**src/rtl/mem_bus_pkg.sv**
```systemverilog
// Shared types and constants for the MEM-stage bus controller.
// Optional feature macro used by this slice: BUS_TIMEOUT_EN (bus ack timeout).
package mem_bus_pkg;

    // Controller states:
    //   ST_IDLE  | no access outstanding, ready to accept the MEM-stage request
    //   ST_BUSY  | bus cycle in flight for the latched request, pipeline stalled
    //   ST_DONE  | access finished, result held while the pipeline is frozen
    //   ST_DRAIN | request flushed, bus cycle still waiting for its ack
    typedef enum logic [1:0] {
        ST_IDLE  = 2'd0,
        ST_BUSY  = 2'd1,
        ST_DONE  = 2'd2,
        ST_DRAIN = 2'd3
    } state_e;

    localparam logic [31:0] ZeroWord       = 32'h0000_0000;
    localparam int          DefaultTimeout = 16;

    // Byte-lane select patterns for a 32-bit data bus.
    localparam logic [3:0] SelByte0 = 4'b0001;
    localparam logic [3:0] SelByte1 = 4'b0010;
    localparam logic [3:0] SelByte2 = 4'b0100;
    localparam logic [3:0] SelByte3 = 4'b1000;
    localparam logic [3:0] SelHalf0 = 4'b0011;
    localparam logic [3:0] SelHalf1 = 4'b1100;
    localparam logic [3:0] SelWord  = 4'b1111;

    // True while a bus cycle is owned by the controller.
    function automatic logic bus_active(input state_e s);
        return (s == ST_BUSY) || (s == ST_DRAIN);
    endfunction

endpackage

```
**src/rtl/bus_timer.sv**
```systemverilog
// Ack timeout counter for mem_bus_ctrl.
// Only elaborated when BUS_TIMEOUT_EN is defined; the default build carries no timer.
`ifdef BUS_TIMEOUT_EN
module bus_timer
    import mem_bus_pkg::*;
#(
    parameter int TIMEOUT = DefaultTimeout
) (
    input  logic clk,
    input  logic rst,
    input  logic clr_i,
    input  logic run_i,
    input  logic ack_i,
    output logic expired_o
);

    localparam int          CntW = (TIMEOUT > 1) ? $clog2(TIMEOUT) : 1;
    localparam logic [CntW-1:0] Last = CntW'(TIMEOUT - 1);

    logic [CntW-1:0] cnt_q, cnt_d;

    // The count equals the number of ack-less cycles already spent, so the
    // cycle holding Last is the TIMEOUT-th one and expires if still no ack.
    assign expired_o = run_i && !ack_i && (cnt_q == Last);

    // Clear outside the counted phase, otherwise count each cycle without ack.
    always_comb begin
        cnt_d = cnt_q;
        if (clr_i) begin
            cnt_d = '0;
        end else if (run_i && !ack_i && (cnt_q != Last)) begin
            cnt_d = cnt_q + 1'b1;
        end
    end

    // Counter register with synchronous reset.
    always_ff @(posedge clk) begin
        if (rst) begin
            cnt_q <= '0;
        end else begin
            cnt_q <= cnt_d;
        end
    end

endmodule
`endif

```
**src/rtl/mem_bus_ctrl.sv**
```systemverilog
// MEM-stage load/store to single-master bus controller.
// Optional feature: define BUS_TIMEOUT_EN to abort bus cycles that see no ack
// within TIMEOUT cycles (sub-module bus_timer).
module mem_bus_ctrl
    import mem_bus_pkg::*;
#(
    parameter int AW      = 32,
    parameter int DW      = 32,
    parameter int TIMEOUT = DefaultTimeout
) (
    input  logic            clk,
    input  logic            rst,
    input  logic            req_i,
    input  logic            we_i,
    input  logic [AW-1:0]   addr_i,
    input  logic [DW/8-1:0] sel_i,
    input  logic [DW-1:0]   wdata_i,
    input  logic            flush_i,
    input  logic            stall_i,
    output logic            stallreq_o,
    output logic [DW-1:0]   rdata_o,
    output logic            err_o,
    output logic            wb_cyc_o,
    output logic            wb_stb_o,
    output logic            wb_we_o,
    output logic [AW-1:0]   wb_adr_o,
    output logic [DW/8-1:0] wb_sel_o,
    output logic [DW-1:0]   wb_dat_o,
    input  logic [DW-1:0]   wb_dat_i,
    input  logic            wb_ack_i
);

    localparam int SW = DW / 8;

    state_e          state_q, state_d;
    logic            cyc_q, cyc_d;
    logic            stb_q, stb_d;
    logic            we_q, we_d;
    logic [AW-1:0]   adr_q, adr_d;
    logic [SW-1:0]   sel_q, sel_d;
    logic [DW-1:0]   dat_q, dat_d;
    logic [DW-1:0]   rdata_q, rdata_d;
    logic            err_q, err_d;
    logic            stall_req;
    logic            timeout_hit;

`ifdef BUS_TIMEOUT_EN
    logic timer_clr;

    // Hold the counter at zero except while BUSY continues or DRAIN runs, so
    // it starts from zero on entry to either state.
    assign timer_clr = !((state_q == ST_BUSY && !flush_i) || state_q == ST_DRAIN);

    bus_timer #(
        .TIMEOUT (TIMEOUT)
    ) u_bus_timer (
        .clk       (clk),
        .rst       (rst),
        .clr_i     (timer_clr),
        .run_i     (bus_active(state_q)),
        .ack_i     (wb_ack_i),
        .expired_o (timeout_hit)
    );
`else
    // No timer: bus cycles wait for ack forever. The comparison is constant
    // false and only keeps TIMEOUT referenced in this build.
    assign timeout_hit = (TIMEOUT < 0);
`endif

    // Next-state, request latch, read-data capture and stall request.
    always_comb begin
        state_d   = state_q;
        cyc_d     = cyc_q;
        stb_d     = stb_q;
        we_d      = we_q;
        adr_d     = adr_q;
        sel_d     = sel_q;
        dat_d     = dat_q;
        rdata_d   = rdata_q;
        err_d     = 1'b0;
        stall_req = 1'b0;

        case (state_q)
            ST_IDLE: begin
                if (req_i && !flush_i) begin
                    stall_req = 1'b1;
                    we_d      = we_i;
                    adr_d     = addr_i;
                    sel_d     = sel_i;
                    dat_d     = wdata_i;
                    cyc_d     = 1'b1;
                    stb_d     = 1'b1;
                    state_d   = ST_BUSY;
                end
            end

            ST_BUSY: begin
                stall_req = 1'b1;
                if (wb_ack_i) begin
                    cyc_d = 1'b0;
                    stb_d = 1'b0;
                    if (flush_i) begin
                        // Killed instruction: result is dropped.
                        state_d = ST_IDLE;
                    end else begin
                        state_d = ST_DONE;
                        if (!we_q) begin
                            rdata_d = wb_dat_i;
                        end
                    end
                end else if (timeout_hit) begin
                    cyc_d = 1'b0;
                    stb_d = 1'b0;
                    if (flush_i) begin
                        state_d = ST_IDLE;
                    end else begin
                        state_d = ST_DONE;
                        rdata_d = DW'(ZeroWord);
                        err_d   = 1'b1;
                    end
                end else if (flush_i) begin
                    // Bus cycle cannot be withdrawn; release the pipeline
                    // and swallow the ack when it comes.
                    state_d = ST_DRAIN;
                end
            end

            ST_DONE: begin
                if (flush_i || !stall_i) begin
                    state_d = ST_IDLE;
                end
            end

            ST_DRAIN: begin
                // A new request must wait until the old cycle has drained.
                stall_req = req_i;
                if (wb_ack_i || timeout_hit) begin
                    cyc_d   = 1'b0;
                    stb_d   = 1'b0;
                    state_d = ST_IDLE;
                end
            end

            default: begin
                cyc_d   = 1'b0;
                stb_d   = 1'b0;
                state_d = ST_IDLE;
            end
        endcase
    end

    // State and output registers with synchronous reset.
    always_ff @(posedge clk) begin
        if (rst) begin
            state_q <= ST_IDLE;
            cyc_q   <= 1'b0;
            stb_q   <= 1'b0;
            we_q    <= 1'b0;
            adr_q   <= '0;
            sel_q   <= '0;
            dat_q   <= '0;
            rdata_q <= '0;
            err_q   <= 1'b0;
        end else begin
            state_q <= state_d;
            cyc_q   <= cyc_d;
            stb_q   <= stb_d;
            we_q    <= we_d;
            adr_q   <= adr_d;
            sel_q   <= sel_d;
            dat_q   <= dat_d;
            rdata_q <= rdata_d;
            err_q   <= err_d;
        end
    end

    // Stall request is combinational so the pipeline freezes in the request
    // cycle; it is held low while reset is applied.
    assign stallreq_o = stall_req && !rst;
    assign rdata_o    = rdata_q;
    assign wb_cyc_o   = cyc_q;
    assign wb_stb_o   = stb_q;
    assign wb_we_o    = we_q;
    assign wb_adr_o   = adr_q;
    assign wb_sel_o   = sel_q;
    assign wb_dat_o   = dat_q;

`ifdef BUS_TIMEOUT_EN
    assign err_o = err_q;
`else
    assign err_o = 1'b0;
`endif

endmodule

```
**config.mk**
```make
export PLATFORM = sky130hd
export DESIGN_NAME = mem_bus_ctrl
export DESIGN_NICKNAME = d
export VERILOG_FILES = /design/src/rtl/mem_bus_pkg.sv /design/src/rtl/bus_timer.sv /design/src/rtl/mem_bus_ctrl.sv
export SDC_FILE = /design/constraint.sdc
export NUM_CORES = 1
export LEC_CHECK = 0
export BUFFER_PORTS_ARGS = -buffer_cell sky130_fd_sc_hd__buf_2
export CAP_MARGIN = 20
export CORE_MARGIN = 2
export CORE_UTILIZATION = 40
export CTS_CLUSTER_SIZE = 20
export DETAILED_ROUTE_END_ITERATION = 12
export GPL_ROUTABILITY_DRIVEN = 1
export PLACE_DENSITY = 0.86
export SYNTH_ARGS = -nofsm -noshare
export SYNTH_HDL_FRONTEND = slang
export SYNTH_SLANG_ARGS = --single-unit
```
**constraint.sdc**
```tcl
create_clock -name clk -period 1.4 [get_ports clk]
set_input_delay 0 -clock clk [delete_from_list [all_inputs] [get_ports clk]]
set_output_delay 0 -clock clk [all_outputs]
set_load 0.05 [all_outputs]
```
==> results.cfg <==
[yosys]
synth.top_cell.area_share = 0.521
synth.ff_latch_count = 104
yosys-top-cells-area = dfxtp_1 (52%), nand2_1 (13%), nand2b_1 (10%), a21oi_1 (9.0%), mux2i_1 (8.0%)
synth-seq-area-share = 0.521
syn_nets = 571
synthAdderAreaFrac = 0
synth_top_area_cell = dfxtp_1
synth_mux_area_frac = 0.0802
synth_top_family_by_area = simple AND/OR/NAND/NOR gates
ys_types = 19
syn_inst = 464
synth_xor_area_frac = 0
syn_area_um2 = 4000
ys.warnings.count = 0
synth-simple-area-share = 0.258
synth_compound_area_frac = 0.0946
avgSynthCellArea_um2 = 8.61

[finish]
layoutNonFillerInstCount = 907
drive_above_1_share = 0.331
syn2layout_area_growth_pct = 65.3
fin_nets = 876
antennaDiodeCount = 0

[sta]
period_minus_slack_ps = 1460
setup_slack_ps = -64.2
max_freq_ghz = 0.683
maxSlewViolCount = 0
finalCritPeriodShare = 1.05
rsz0062_at_grt = yes
fin_worst_skew_ps = 9.14
finalHoldViolCount = 0
setup_viol = 51

[detailed_routing]
drt-pass1-iter-count = 5
vias_per_cell = 4.82
ant_nets = 0
wl_per_cell_um = 15.6
drc = 0
first_iter_violations = 216
detail_route.wirelength_mm = 14.2
vias = 4371

[global_routing]
grt_pass1_vias = 4584
grt_max_degree = 43
grt_overflow = 0
grt_pass1_wl_mm = 21.7
grt_util_all_layers = 0.249
antenna_found_initial = 0

[critical_path]
cp.arrival_ps = 1710
ff2ff_path_depth = 4
crit_type = reg2reg
regToRegStartpoint = state_q[0]$_SDFFE_PP0P_
crit_start = state_q[0]$_SDFFE_PP0P_
crit_fanout = 33
cp-end-kind = flip-flop
required_ps = 1650
startpoint_type = flip-flop

[clock_network]
clk_pin_slew_ps = 90
clock-sinks = 104
insertion_delay_ps = 360
cts_buffers = 9
clk_path_buf_depth = 2
htree_levels = 3
clockRootBuffer = clkbuf_8
cts_tree = done

[power_and_ir_drop]
total_power_w = 0.00621
power.density_nw_per_um2 = 940
vdd_drop_max_mv = 0.643
p_leak_nw = 2.96

[min_path]
hold_class = in2reg
min_path_cells = 2
hp-start = rst

[place]
dp_hpwl_mm = 7.55
io_buffer_count = 210
placedCellCount = 780
place_congestion = 0.770

[floorplan]
start_util = 0.411
pin_count = 212
core_area_um2 = 9730
die_y_um = 104
placementRows = 36
dieArea_um2 = 10800
die_x_um = 104

[run]
cap_violations = 0

[outcome]
violations = negative setup slack
outcome = finished, violations left
-- cell type report --
type,count,area [µm²]
Clock buffer,13,149
Multi-Input combinational cell,323,1770
Clock inverter,3,17.5
Sequential cell,104,2090
Tap cell,133,166
Fill cell,704,3120
Timing Repair Buffer,331,2410
-- cell usage in the layout (no fill, tap or decap), types with 2 or more instances in the layout --
master / count
clkinv_2: 2
nor2b_1: 3
nand2_1: 136
nand2_2: 3
nor3b_1: 2
dlygate4sd3_1: 102
o21ai_0: 2
nor2_1: 3
buf_2: 208
clkbuf_8: 10
buf_4: 7
clkbuf_1: 3
a21oi_1: 69
a21oi_2: 3
clkbuf_16: 2
buf_16: 2
mux2i_1: 30
dfxtp_1: 102
buf_12: 9
nand2b_1: 64
-- stage by stage --
stage	hold slack, ps	instance area (µm²)	setup WS, ps	TNS (ps)	util
after floorplan	136	4010	-103	-2190	-
after global placement	241	5210	14.6	0	0.535
after detailed placement	248	5210	-54.3	-483	0.535
after CTS	20.8	6520	-19.5	-150	0.670
after global routing	41.8	6610	-103	-4920	0.679
final	33.5	6610	-64.2	-792	0.679
-- worst max-delay path: stages (launching register included) --
cell     delay, ps
dfxtp_2        350
or4b_4         620
buf_12         200
nand2_1         90
a21oi_1         90
-- path summary, 6_finish.rpt --
| path | to | slack (ps) |
|---|---|---|
| worst min register to register | wb_adr_o[4]$_SDFFE_PP0P_ | 460 |
| worst max-delay path | wb_adr_o[24]$_SDFFE_PP0P_ | -60 |
| worst max register to register | wb_adr_o[24]$_SDFFE_PP0P_ | -60 |
| worst min-delay path | wb_dat_o[7]$_SDFFE_PP0P_ | 30 |
-- cell usage after synthesis, drive strengths merged --
cell,n
a21oi,72
buf,15
clkbuf,22
conb,1
dfxtp,104
mux2i,32
nand2,140
nand2b,64
nor2,3
nor2b,3
nor3b,2
nor4,1
nor4b,1
o21ai,2
o21bai,1
or4b,1
-- where the power goes --
part           internal [W]  total, W  leakage (nW)  switching (W)
clock              0.000694   0.00167        0.0834       0.000974
sequential          0.00307   0.00313         0.847      0.0000652
combinational      0.000577   0.00140          2.03       0.000827
total               0.00434   0.00621          2.96        0.00187
-- routing by layer --
layer,global-route usage,share of wire,wire length (µm)
met1,0.256,0.37,5240
met5,0,0,0
met3,0.0595,0.063,896
met4,0.132,0.039,556
met2,0.465,0.53,7480
-- registers in the layout (all words and copies together) (netlist names) --
signal and count:
state_q 2, wb_adr_o 32, wb_sel_o 4, rdata_o 32, wb_stb_o 1, wb_we_o 1, wb_dat_o 32
-- cells by family after synthesis --
family	count (synthesis)
mux	32
other cells	1
flops	104
compound gates	75
simple gates	215
buf+inv	37
-- repair_timing --
action                                 CTS  global route
hold buffers                           102             0
gates cloned                             3             2
setup buffers                            4             1
setup endpoints to repair               70            97
gates resized for setup                  8            10
endpoints found under the hold margin  102             0
pin swaps                                2             1
No activity file was read; power rests on OpenSTA's default activity.
